### src/rtl/alu_share_arb.sv
`default_nettype none
// ============================================================================
// Module   : alu_share_arb (with helper module alu)
// Purpose  : Shares one combinational ALU between two valid/ready requesters.
//            Requester 0 is the integer pipeline and requester 1 is an
//            auxiliary unit. Requesters are granted round-robin. The granted
//            op is executed and returned as a registered response tagged
//            with the id of the requester that issued it.
// Ports    : clk, rst_n (synchronous, active-low)
//            req{0,1}_valid/_ready/_op/_src1/_src2 : requester handshakes
//            resp_valid/resp_ready                 : response handshake
//            resp_id/resp_res/resp_zero            : registered response
// Options  : ALU_ARB_FAST_EN - when defined, the ALU is fed directly from the
//            granted requester and the response is registered on the grant
//            edge (1-cycle latency, 1 op/cycle). When undefined, operands are
//            registered first (2-cycle latency, 1 op per 2 cycles).
// Op codes : 0 ADD, 1 SUB, 2 AND, 3 OR, 4 XOR, 5 SLL, 6 SRL, 7 SRA,
//            8 SLT, 9 SLTU; all other encodings give res=0, zero=0.
// Revision : 1.0 - initial release
// ============================================================================

module alu #(
    parameter int ALU_OP_W = 4,
    parameter int DATA_W   = 32
) (
    input  logic [ALU_OP_W-1:0] i_op,
    input  logic [DATA_W-1:0]   i_src1,
    input  logic [DATA_W-1:0]   i_src2,
    output logic [DATA_W-1:0]   o_res,
    output logic                o_zero
);
    localparam int c_shw = $clog2(DATA_W);

    localparam logic [ALU_OP_W-1:0] c_op_add  = ALU_OP_W'(0);
    localparam logic [ALU_OP_W-1:0] c_op_sub  = ALU_OP_W'(1);
    localparam logic [ALU_OP_W-1:0] c_op_and  = ALU_OP_W'(2);
    localparam logic [ALU_OP_W-1:0] c_op_or   = ALU_OP_W'(3);
    localparam logic [ALU_OP_W-1:0] c_op_xor  = ALU_OP_W'(4);
    localparam logic [ALU_OP_W-1:0] c_op_sll  = ALU_OP_W'(5);
    localparam logic [ALU_OP_W-1:0] c_op_srl  = ALU_OP_W'(6);
    localparam logic [ALU_OP_W-1:0] c_op_sra  = ALU_OP_W'(7);
    localparam logic [ALU_OP_W-1:0] c_op_slt  = ALU_OP_W'(8);
    localparam logic [ALU_OP_W-1:0] c_op_sltu = ALU_OP_W'(9);

    logic [c_shw-1:0]  w_shamt;
    logic [DATA_W-1:0] w_res;
    logic              w_known;
    logic              w_unused;

    assign w_shamt  = i_src2[c_shw-1:0];
    // Upper operand-2 bits are irrelevant to shifts but used by other ops.
    assign w_unused = ^i_src2[DATA_W-1:c_shw];

    always_comb begin
        w_res   = '0;
        w_known = 1'b1;
        case (i_op)
            c_op_add:  w_res = i_src1 + i_src2;
            c_op_sub:  w_res = i_src1 - i_src2;
            c_op_and:  w_res = i_src1 & i_src2;
            c_op_or:   w_res = i_src1 | i_src2;
            c_op_xor:  w_res = i_src1 ^ i_src2;
            c_op_sll:  w_res = i_src1 << w_shamt;
            c_op_srl:  w_res = i_src1 >> w_shamt;
            c_op_sra:  w_res = $unsigned($signed(i_src1) >>> w_shamt);
            c_op_slt:  w_res = {{(DATA_W-1){1'b0}}, $signed(i_src1) < $signed(i_src2)};
            c_op_sltu: w_res = {{(DATA_W-1){1'b0}}, i_src1 < i_src2};
            default:   w_known = 1'b0;
        endcase
    end

    assign o_res  = w_res;
    // ADD never reports zero; unknown ops report neither result nor zero.
    assign o_zero = w_known && (i_op != c_op_add) && (w_res == '0);
endmodule

module alu_share_arb #(
    parameter int ALU_OP_W = 4,
    parameter int DATA_W   = 32
) (
    input  logic                clk,
    input  logic                rst_n,
    input  logic                req0_valid,
    output logic                req0_ready,
    input  logic [ALU_OP_W-1:0] req0_op,
    input  logic [DATA_W-1:0]   req0_src1,
    input  logic [DATA_W-1:0]   req0_src2,
    input  logic                req1_valid,
    output logic                req1_ready,
    input  logic [ALU_OP_W-1:0] req1_op,
    input  logic [DATA_W-1:0]   req1_src1,
    input  logic [DATA_W-1:0]   req1_src2,
    output logic                resp_valid,
    input  logic                resp_ready,
    output logic                resp_id,
    output logic [DATA_W-1:0]   resp_res,
    output logic                resp_zero
);
    localparam logic [1:0] c_st_idle = 2'd0;
`ifndef ALU_ARB_FAST_EN
    localparam logic [1:0] c_st_exec = 2'd1;
`endif
    localparam logic [1:0] c_st_resp = 2'd2;

    logic [1:0]          r_state;
    logic                r_rr;
    logic                w_accept;
    logic                w_grant;
    logic                w_gnt_id;
    logic [ALU_OP_W-1:0] w_alu_op;
    logic [DATA_W-1:0]   w_alu_src1;
    logic [DATA_W-1:0]   w_alu_src2;
    logic [DATA_W-1:0]   w_alu_res;
    logic                w_alu_zero;

`ifndef ALU_ARB_FAST_EN
    logic [ALU_OP_W-1:0] r_op;
    logic [DATA_W-1:0]   r_src1;
    logic [DATA_W-1:0]   r_src2;
    logic                r_id;
`endif

    // A new op may enter when idle, or when the held response leaves now.
    assign w_accept = (r_state == c_st_idle) || ((r_state == c_st_resp) && resp_ready);
    // Gate with rst_n so no ready is ever shown while reset is asserted.
    assign w_grant  = rst_n && w_accept && (req0_valid || req1_valid);
    // Requester 1 wins when it is alone, or when both ask and it is preferred.
    assign w_gnt_id = req1_valid && (!req0_valid || r_rr);

    assign req0_ready = w_grant && !w_gnt_id;
    assign req1_ready = w_grant &&  w_gnt_id;

`ifdef ALU_ARB_FAST_EN
    assign w_alu_op   = w_gnt_id ? req1_op   : req0_op;
    assign w_alu_src1 = w_gnt_id ? req1_src1 : req0_src1;
    assign w_alu_src2 = w_gnt_id ? req1_src2 : req0_src2;
`else
    assign w_alu_op   = r_op;
    assign w_alu_src1 = r_src1;
    assign w_alu_src2 = r_src2;
`endif

    alu #(
        .ALU_OP_W (ALU_OP_W),
        .DATA_W   (DATA_W)
    ) u_alu (
        .i_op   (w_alu_op),
        .i_src1 (w_alu_src1),
        .i_src2 (w_alu_src2),
        .o_res  (w_alu_res),
        .o_zero (w_alu_zero)
    );

    always_ff @(posedge clk) begin
        if (!rst_n) begin
            r_state    <= c_st_idle;
            r_rr       <= 1'b0;
            resp_valid <= 1'b0;
            resp_id    <= 1'b0;
            resp_res   <= '0;
            resp_zero  <= 1'b0;
`ifndef ALU_ARB_FAST_EN
            r_op       <= '0;
            r_src1     <= '0;
            r_src2     <= '0;
            r_id       <= 1'b0;
`endif
        end else begin
`ifdef ALU_ARB_FAST_EN
            if (w_grant) begin
                // Result registered on the grant edge; a grant while a
                // response leaves simply reloads and keeps resp_valid high.
                resp_res   <= w_alu_res;
                resp_zero  <= w_alu_zero;
                resp_id    <= w_gnt_id;
                resp_valid <= 1'b1;
                r_rr       <= ~w_gnt_id;
                r_state    <= c_st_resp;
            end else if ((r_state == c_st_resp) && resp_ready) begin
                resp_valid <= 1'b0;
                r_state    <= c_st_idle;
            end else if (r_state != c_st_resp) begin
                r_state    <= c_st_idle;
            end
`else
            case (r_state)
                c_st_idle: ;
                c_st_exec: begin
                    resp_res   <= w_alu_res;
                    resp_zero  <= w_alu_zero;
                    resp_id    <= r_id;
                    resp_valid <= 1'b1;
                    r_state    <= c_st_resp;
                end
                c_st_resp: begin
                    if (resp_ready) begin
                        resp_valid <= 1'b0;
                        r_state    <= c_st_idle;
                    end
                end
                default: r_state <= c_st_idle;
            endcase
            // A grant (only possible in IDLE or a draining RESP) overrides
            // the next-state chosen above.
            if (w_grant) begin
                r_op    <= w_gnt_id ? req1_op   : req0_op;
                r_src1  <= w_gnt_id ? req1_src1 : req0_src1;
                r_src2  <= w_gnt_id ? req1_src2 : req0_src2;
                r_id    <= w_gnt_id;
                r_rr    <= ~w_gnt_id;
                r_state <= c_st_exec;
            end
`endif
        end
    end
endmodule
`default_nettype wire

### config.mk
export PLATFORM = sky130hd
export DESIGN_NAME = alu_share_arb
export DESIGN_NICKNAME = d
export VERILOG_FILES = /design/src/rtl/alu_share_arb.sv
export SDC_FILE = /design/constraint.sdc
export NUM_CORES = 1
export LEC_CHECK = 0
export ABC_AREA = 1
export CORE_ASPECT_RATIO = 1.5
export CORE_UTILIZATION = 35
export DETAILED_ROUTE_END_ITERATION = 8
export SLEW_MARGIN = 20
export SYNTH_ARGS = -nofsm -noshare
export SYNTH_HDL_FRONTEND = slang
export SYNTH_SLANG_ARGS = --single-unit
### constraint.sdc
create_clock -name clk -period 3.36 [get_ports clk]
set_input_delay 0.504 -clock clk [delete_from_list [all_inputs] [get_ports clk]]
set_output_delay 0.504 -clock clk [all_outputs]
set_load 0.02 [all_outputs]
== Word level (Yosys, flattened, before mapping) ==
Index checks and enable logic that the tools add are counted.

* Register bits after elaboration: 107
* Bits in latches: 0
* RAM bits: 0
* Memory bits (read-only): 0
* Output and inout bits: 37
* Word-level logic and storage cells: 71
* Memories: 0

* $add $sub $neg: 2
* $mul: 0
* Div/mod/pow operators: 0
* $lt $le $gt $ge: 2
* Equal/unequal tests: 14
* Shift operators: 3
* Mux-type cells: 10
* Bitwise logic cells: 6
* Reduce and logical (&&, ||, !) cells: 23

{| class="wikitable"
|+ Operators by type and width
! operator !! number
|-
| case mux 32 bit (10 select lines) || 1
|-
| less-than comparator 32 bit || 2
|-
| two-way mux 32 bit || 2
|-
| adder 32 bit || 1
|-
| AND 32 bit || 1
|-
| zero test 32 bit || 1
|-
| bitwise OR 32 bit || 1
|-
| left shift 32 x 5 -> 32 bit || 1
|-
| right shift 32 x 5 -> 32 bit || 1
|-
| >>> shifter 32 x 5 -> 32 bit || 1
|-
| subtractor 32 bit || 1
|-
| XOR 32 bit || 1
|-
| == test 4 x 3 -> 1 bit, second input constant || 4
|-
| OR reduction 10 bit || 1
|-
| == test 4 x 2 -> 1 bit, second input constant || 2
|-
| == test 4 bit, second input constant || 2
|-
| logical AND 1 bit || 8
|-
| case mux 2 bit (3 select lines) || 1
|-
| AND reduction 2 bit || 3
|-
| == test 4 x 1 -> 1 bit, second input constant || 1
|-
| zero test 4 bit || 1
|-
| two-way mux 4 bit || 1
|-
| inequality test 2 bit, second input constant || 2
|-
| nonzero test 4 bit || 1
|-
| other kinds (12) || 19
|}

== Depth between registers and ports, before layout ==
* Depth after elaboration: 7
* Gate-level depth with buffers: 25
* Mapped depth without buffers: 22

== Modules after synthesis ==
A second synthesis with hierarchy kept.

* Cell total of the unflattened synthesis: 2,891
* Area, all modules: 15,534.9 um2

{| class="wikitable"
|+ By module, submodules not included
! module !! instances !! cells an instance !! area each (um2) !! seq. area each (um2)
|-
| alu || 1 || 2,194 || 10,812.9 || 0.0
|-
| alu_share_arb || 1 || 697 || 4,722.0 || 2,142.1
|}

== Least setup slack after synthesis ==
OpenSTA, ideal clock, no wires.

* Path type: register -> register
* Start point: register r_src2[3]
* End point: register resp_zero
* Library setup time: 0.067 ns
* Data arrival time: 2.637 ns
* Path slack: 0.656 ns
* Stages on the path, launching flop included: 23
* Path buffers: 4
* Clock period less this slack: 2.704 ns
* Path through: dfxtp_1 buf_2 inv_1 buf_2 buf_2 ha_1 buf_4 nor2_1 nand2_1 nand3b_1 nand2_1 nand2_1 nand2_1 nand2_1 nand3_1 nand3_1 nor2_1 nand2_1 nor2_1 nand3_1 nor2_1 nand2_1 a21oi_2

* Word-level cells in the longest chain between the ends: 4

{| class="wikitable"
|+ Ends and longest elaborated chain
! element !! RTL line !! RTL
|-
| from (decl) || 119 || <nowiki>logic [DATA_W-1:0] r_src2;</nowiki>
|-
| from (signal assigned) || 208 || <nowiki>r_src2 <= w_gnt_id ? req1_src2 : req0_src2;</nowiki>
|-
| subtractor 32 bit (tied with other cells) || 59 || <nowiki>c_op_sub: w_res = i_src1 - i_src2;</nowiki>
|-
| case mux 32 bit (10 select lines) * || 57 || <nowiki>case (i_op)</nowiki>
|-
| zero test 32 bit * || 74 || <nowiki>assign o_zero = w_known && (i_op != c_op_add) && (w_res == '0);</nowiki>
|-
| logical AND 1 bit * || 74 ||
|-
| to (signal assigned) || 190 || <nowiki>resp_zero <= w_alu_zero;</nowiki>
|-
| to (decl) || 97 || <nowiki>output logic resp_zero</nowiki>
|}

Mark *: on every way between the ends. The rest lies on a longest branch, timed or not.
A chain may end at the register's enable or synchronous reset.

== Worst setup path in the final report ==
* Start point: register r_src1[0]
* End point: register resp_zero

* Word-level cells in the longest chain between the ends: 4

{| class="wikitable"
|+ Ends and longest elaborated chain
! element !! RTL line !! RTL
|-
| from (decl) || 118 || <nowiki>logic [DATA_W-1:0] r_src1;</nowiki>
|-
| from (signal assigned) || 207 || <nowiki>r_src1 <= w_gnt_id ? req1_src1 : req0_src1;</nowiki>
|-
| subtractor 32 bit (tied with other cells) || 59 ||
|-
| case mux 32 bit (10 select lines) * || 57 ||
|-
| zero test 32 bit * || 74 ||
|-
| logical AND 1 bit * || 74 ||
|}

Marks and branches as above.

==> summary.txt <==
Global route
  • Initial antenna violation count: 1
  • GRT Total Usage: 39.88%
  • First-pass GRT wire length: approximately 120 mm
  • Number of global-route vias before repair: 19,030
  • Total grt overflow: 0
  • Largest net degree at the start of global routing: 73

Clocking
  • Clk_lat worst skew: about 0.4 ns
  • Cts hold-fix bufs: 0
  • Clk root buf: clkbuf_16
  • CTS sink count: between 100 and 150
  • CTS clk-pin slew, worst paths: around 0.1 ns
  • CTS tree: yes
  • CTS Buf Count: 9
  • H-tree depth: 3
  • Clk buf depth: 2
  • # Post-CTS Setup Buffers: 0

Detailed routing
  • Routed wire length: roughly 84 mm
  • Per-cell routed wire length: approximately 24 um
  • Via count: 19,570
  • 1st-iter DRT viols: approximately 2,000
  • DRC viols: 0
  • Avg Vias per Cell: 5.728
  • Initial DRT Pass Iterations: 6
  • Post-DRT Antenna Nets: 0

Logic synthesis
  • Ys Warns: 0
  • Mapped Area: between 0.01 and 0.015 mm2
  • Post-synth EDFFs: 0
  • Synth Instances: 2,605
  • Main synth FF type: dfxtp_1
  • #FFs+latches synth: 107
  • Register area share after synthesis: around 15%
  • Ys async rst share: 0%
  • Mean Syn Cell Area: between 5 and 6 um2
  • Post-synthesis cell type count: 46
  • Net Count, Synth: ~2,800

Power and ir drop
  • Power density cells: between 300 and 400 mW/mm2
  • Peak supply drop: 0.2332 mV
  • Leakage: roughly 9 nW

STA
  • Slew Limit Fails: 0
  • Crit path time final: 3.257 ns
  • Final hold slack: 0.4725 ns
  • RSZ-0062 raised after global routing: false
  • Skew final: approximately 0.014 ns
  • Max Fclk: 0.3070 GHz
  • Final hold vios: 0
  • Period utilization: 96.94%
  • Setup violators final: 0
  • Max-Slew Margin vs Limit: 39.44%
  • Worst Tran Pin Value: between 0.9 and 1 ns

Flow run
  • Max Cap Viol: 0

Place
  • Placed inst area: ~0.018 mm2
  • GP Congestion: roughly 1.1
  • Number of port buffers: ~180
  • Post-DP HPWL: 68.92 mm

Critical path
  • CP Cell Sequence: inv_1 > ha_1 > fa_1 > inv_1 > nand2_1 > nand3_1 > nand2_1 > nand3_1 > nand2_1 > nand3_1 > nand2_1 > nor2_2 > nand2_1 > nor2_1 > nand2_1 > nor2_1 > nand3_1 > nor2_1 > nand2_1 > a21oi_2
  • Setup crit start kind: flop
  • Critical Path RT: ~3.7 ns
  • Most frequent CP cell: nand2_1
  • Critical-path top delay cell: dfxtp_2
  • Crit path DAT: 3.58 ns
  • Worst Path Max Fanout: 6
  • Crit path kind: flop to flop
  • Worst path max stage delay: 0.41 ns
  • Crit end category: flop

Layout
  • NumNets Final: about 3,200
  • N_diodes: 0
  • Fill cells: 4,385
  • Register Area: around 0.0022 mm2
  • P&R area growth vs syn: 29.75%
  • Multi-input gate area: just over 0.01 mm2
  • Final non-filler cell area: between 0.015 and 0.02 mm2
  • Layout cells sized above 1: 12.17%

Floorplan
  • Site Rows: just under 90
  • DIE WIDTH: between 150 and 200 um
  • Initial Util: 35.67%
  • Core area: 0.03953 mm2
  • Die area: around 0.041 mm2
  • # IOs: approximately 180
  • Die Height: about 250 um

Worst hold path
  • Hold Path Class: flop to flop

Outcome
  • Status: completed
==> sequential cells by signal (all words and copies together), names as in the netlist <==
name,flops
r_op,4
r_src2,32
r_src1,32
r_state,2
resp_id,1
resp_valid,1
resp_res,32
r_rr,1
r_id,1
resp_zero,1
==> Yosys cell counts (3+ instances only) <==
library cell    n  share of area [%]
nand4_1        29                1.3
nor2_2          7               0.31
buf_1           5               0.13
o21ai_0        80                2.8
xor2_1          3               0.19
nand2_4         6               0.48
nor2_1        253                6.7
clkbuf_1       52                1.4
dfxtp_1       107                 15
o21ai_1        16               0.57
nand2_2        14               0.62
nor3_1         23               0.82
buf_2          56                2.0
o22ai_1        20               0.89
inv_1         272                7.2
inv_2           9               0.24
buf_4          13               0.69
or2_2           6               0.27
o211ai_1       16               0.85
a21oi_1        81                2.9
nand2_1       842                 22
a22oi_1         4               0.21
ha_1           99                8.8
nand3_2         7               0.50
o221ai_1        3               0.19
a211oi_1        6               0.32
nand3_1       471                 17
and2_1          5               0.22
o21bai_1        9               0.48
buf_6           3               0.24
a31oi_1        66                2.9
==> per-stage QoR <==
| step | instances | TNS (ns) | power (mW) | util (%) | worst slack [ns] |
|---|---|---|---|---|---|
| final | 3416 | 0 | 6.558 | 46.28 | 0.1029 |
| after global routing | 3416 | 0 | 6.874 | 46.28 | 0.001025 |
| after CTS | 3415 | 0 | 6.435 | 45.97 | 0.04352 |
| after detailed placement | 3399 | 0 | 5.226 | 45.20 | 0.04242 |
| after global placement | 3399 | -0.009526 | 5.233 | 45.20 | -0.009526 |
| after floorplan | 2605 | 0 | 3.436 | - | 0.6556 |
==> cell usage in the layout, fill, tap and decap left out, drive strengths merged, types with 20 or more instances in the layout <==
| master | instances |
|---|---|
| nand4 | 29 |
| inv | 286 |
| ha | 99 |
| a31oi | 66 |
| nor2 | 261 |
| nand3 | 478 |
| nand2 | 862 |
| o22ai | 20 |
| a21oi | 82 |
| buf | 248 |
| clkdlybuf4s50 | 177 |
| dfxtp | 107 |
| nor3 | 23 |
| o21ai | 96 |
==> critical path, delay by kind of cell (launching register included) <==
| kind | cells | cell delay [ns] |
|---|---|---|
| compound gates | 1 | 0.11 |
| simple gates | 15 | 1.82 |
| buf+inv | 2 | 0.20 |
| fa+ha+maj | 2 | 0.64 |
| flops | 1 | 0.41 |
==> logic make-up (layout without fill, tap and decap cells) <==
group / after synthesis / count (layout) / synth area share (%)
buffers and inverters: 416 / 727 / 12.22
XOR/XNOR: 3 / 3 / 0.1864
AO/OA/AOI/OAI: 311 / 311 / 12.73
flip-flops: 107 / 107 / 15.19
adder cells (fa/ha/maj): 101 / 101 / 9.069
AND/OR/NAND/NOR: 1667 / 1667 / 50.61
==> cell type report <==
cell class	instances	share of cell area, %
clock buffers	10	1.306
clock inverters	6	0.3488
well taps	500	3.420
flip-flops and latches	107	11.76
inverters	285	5.909
multi-input cells	2082	56.57
repair buffers	426	20.68
==> where the power goes <==
group / total (mW) / switching (mW) / leakage (nW) / internal [mW]
clock: 1.21 / 0.662 / 0.146 / 0.548
sequential: 1.46 / 0.0879 / 0.880 / 1.38
combinational: 3.88 / 2.51 / 7.86 / 1.37
total: 6.56 / 3.26 / 8.89 / 3.30
==> final timing paths <==
| path | start | endpoint | slack [ns] | depth (start not counted) |
|---|---|---|---|---|
| worst max-delay path | r_src1[0]$_SDFFE_PN0P_ | resp_zero$_SDFFE_PN0P_ | 0.10 | 20 |
| worst min-delay path | r_id$_SDFFE_PN0P_ | resp_id$_SDFFE_PN0P_ | 0.47 | 2 |
| worst max register to register | r_src1[0]$_SDFFE_PN0P_ | resp_zero$_SDFFE_PN0P_ | 0.10 | 20 |
| worst min register to register | r_id$_SDFFE_PN0P_ | resp_id$_SDFFE_PN0P_ | 0.47 | 2 |
==> routing by layer <==
| metal | global-route usage, % | routed length [um] | vias to the layer above | part of all wire [%] |
|---|---|---|---|---|
| met5 | 0 | 0 | - | 0 |
| met4 | 29.69 | 6739 | 0 | 8.1 |
| met3 | 3.317 | 4814 | 262 | 5.8 |
| met2 | 70.83 | 40180 | 995 | 48 |
| met1 | 44.94 | 31860 | 9202 | 38 |
| li1 | - | - | 9109 | - |
==> what timing repair did <==
action | CTS | global route
cloned | 0 | 1
setup endpoints to repair | 1 | 3
resized for setup | 1 | 32
Power figures use the tool's default switching activity.
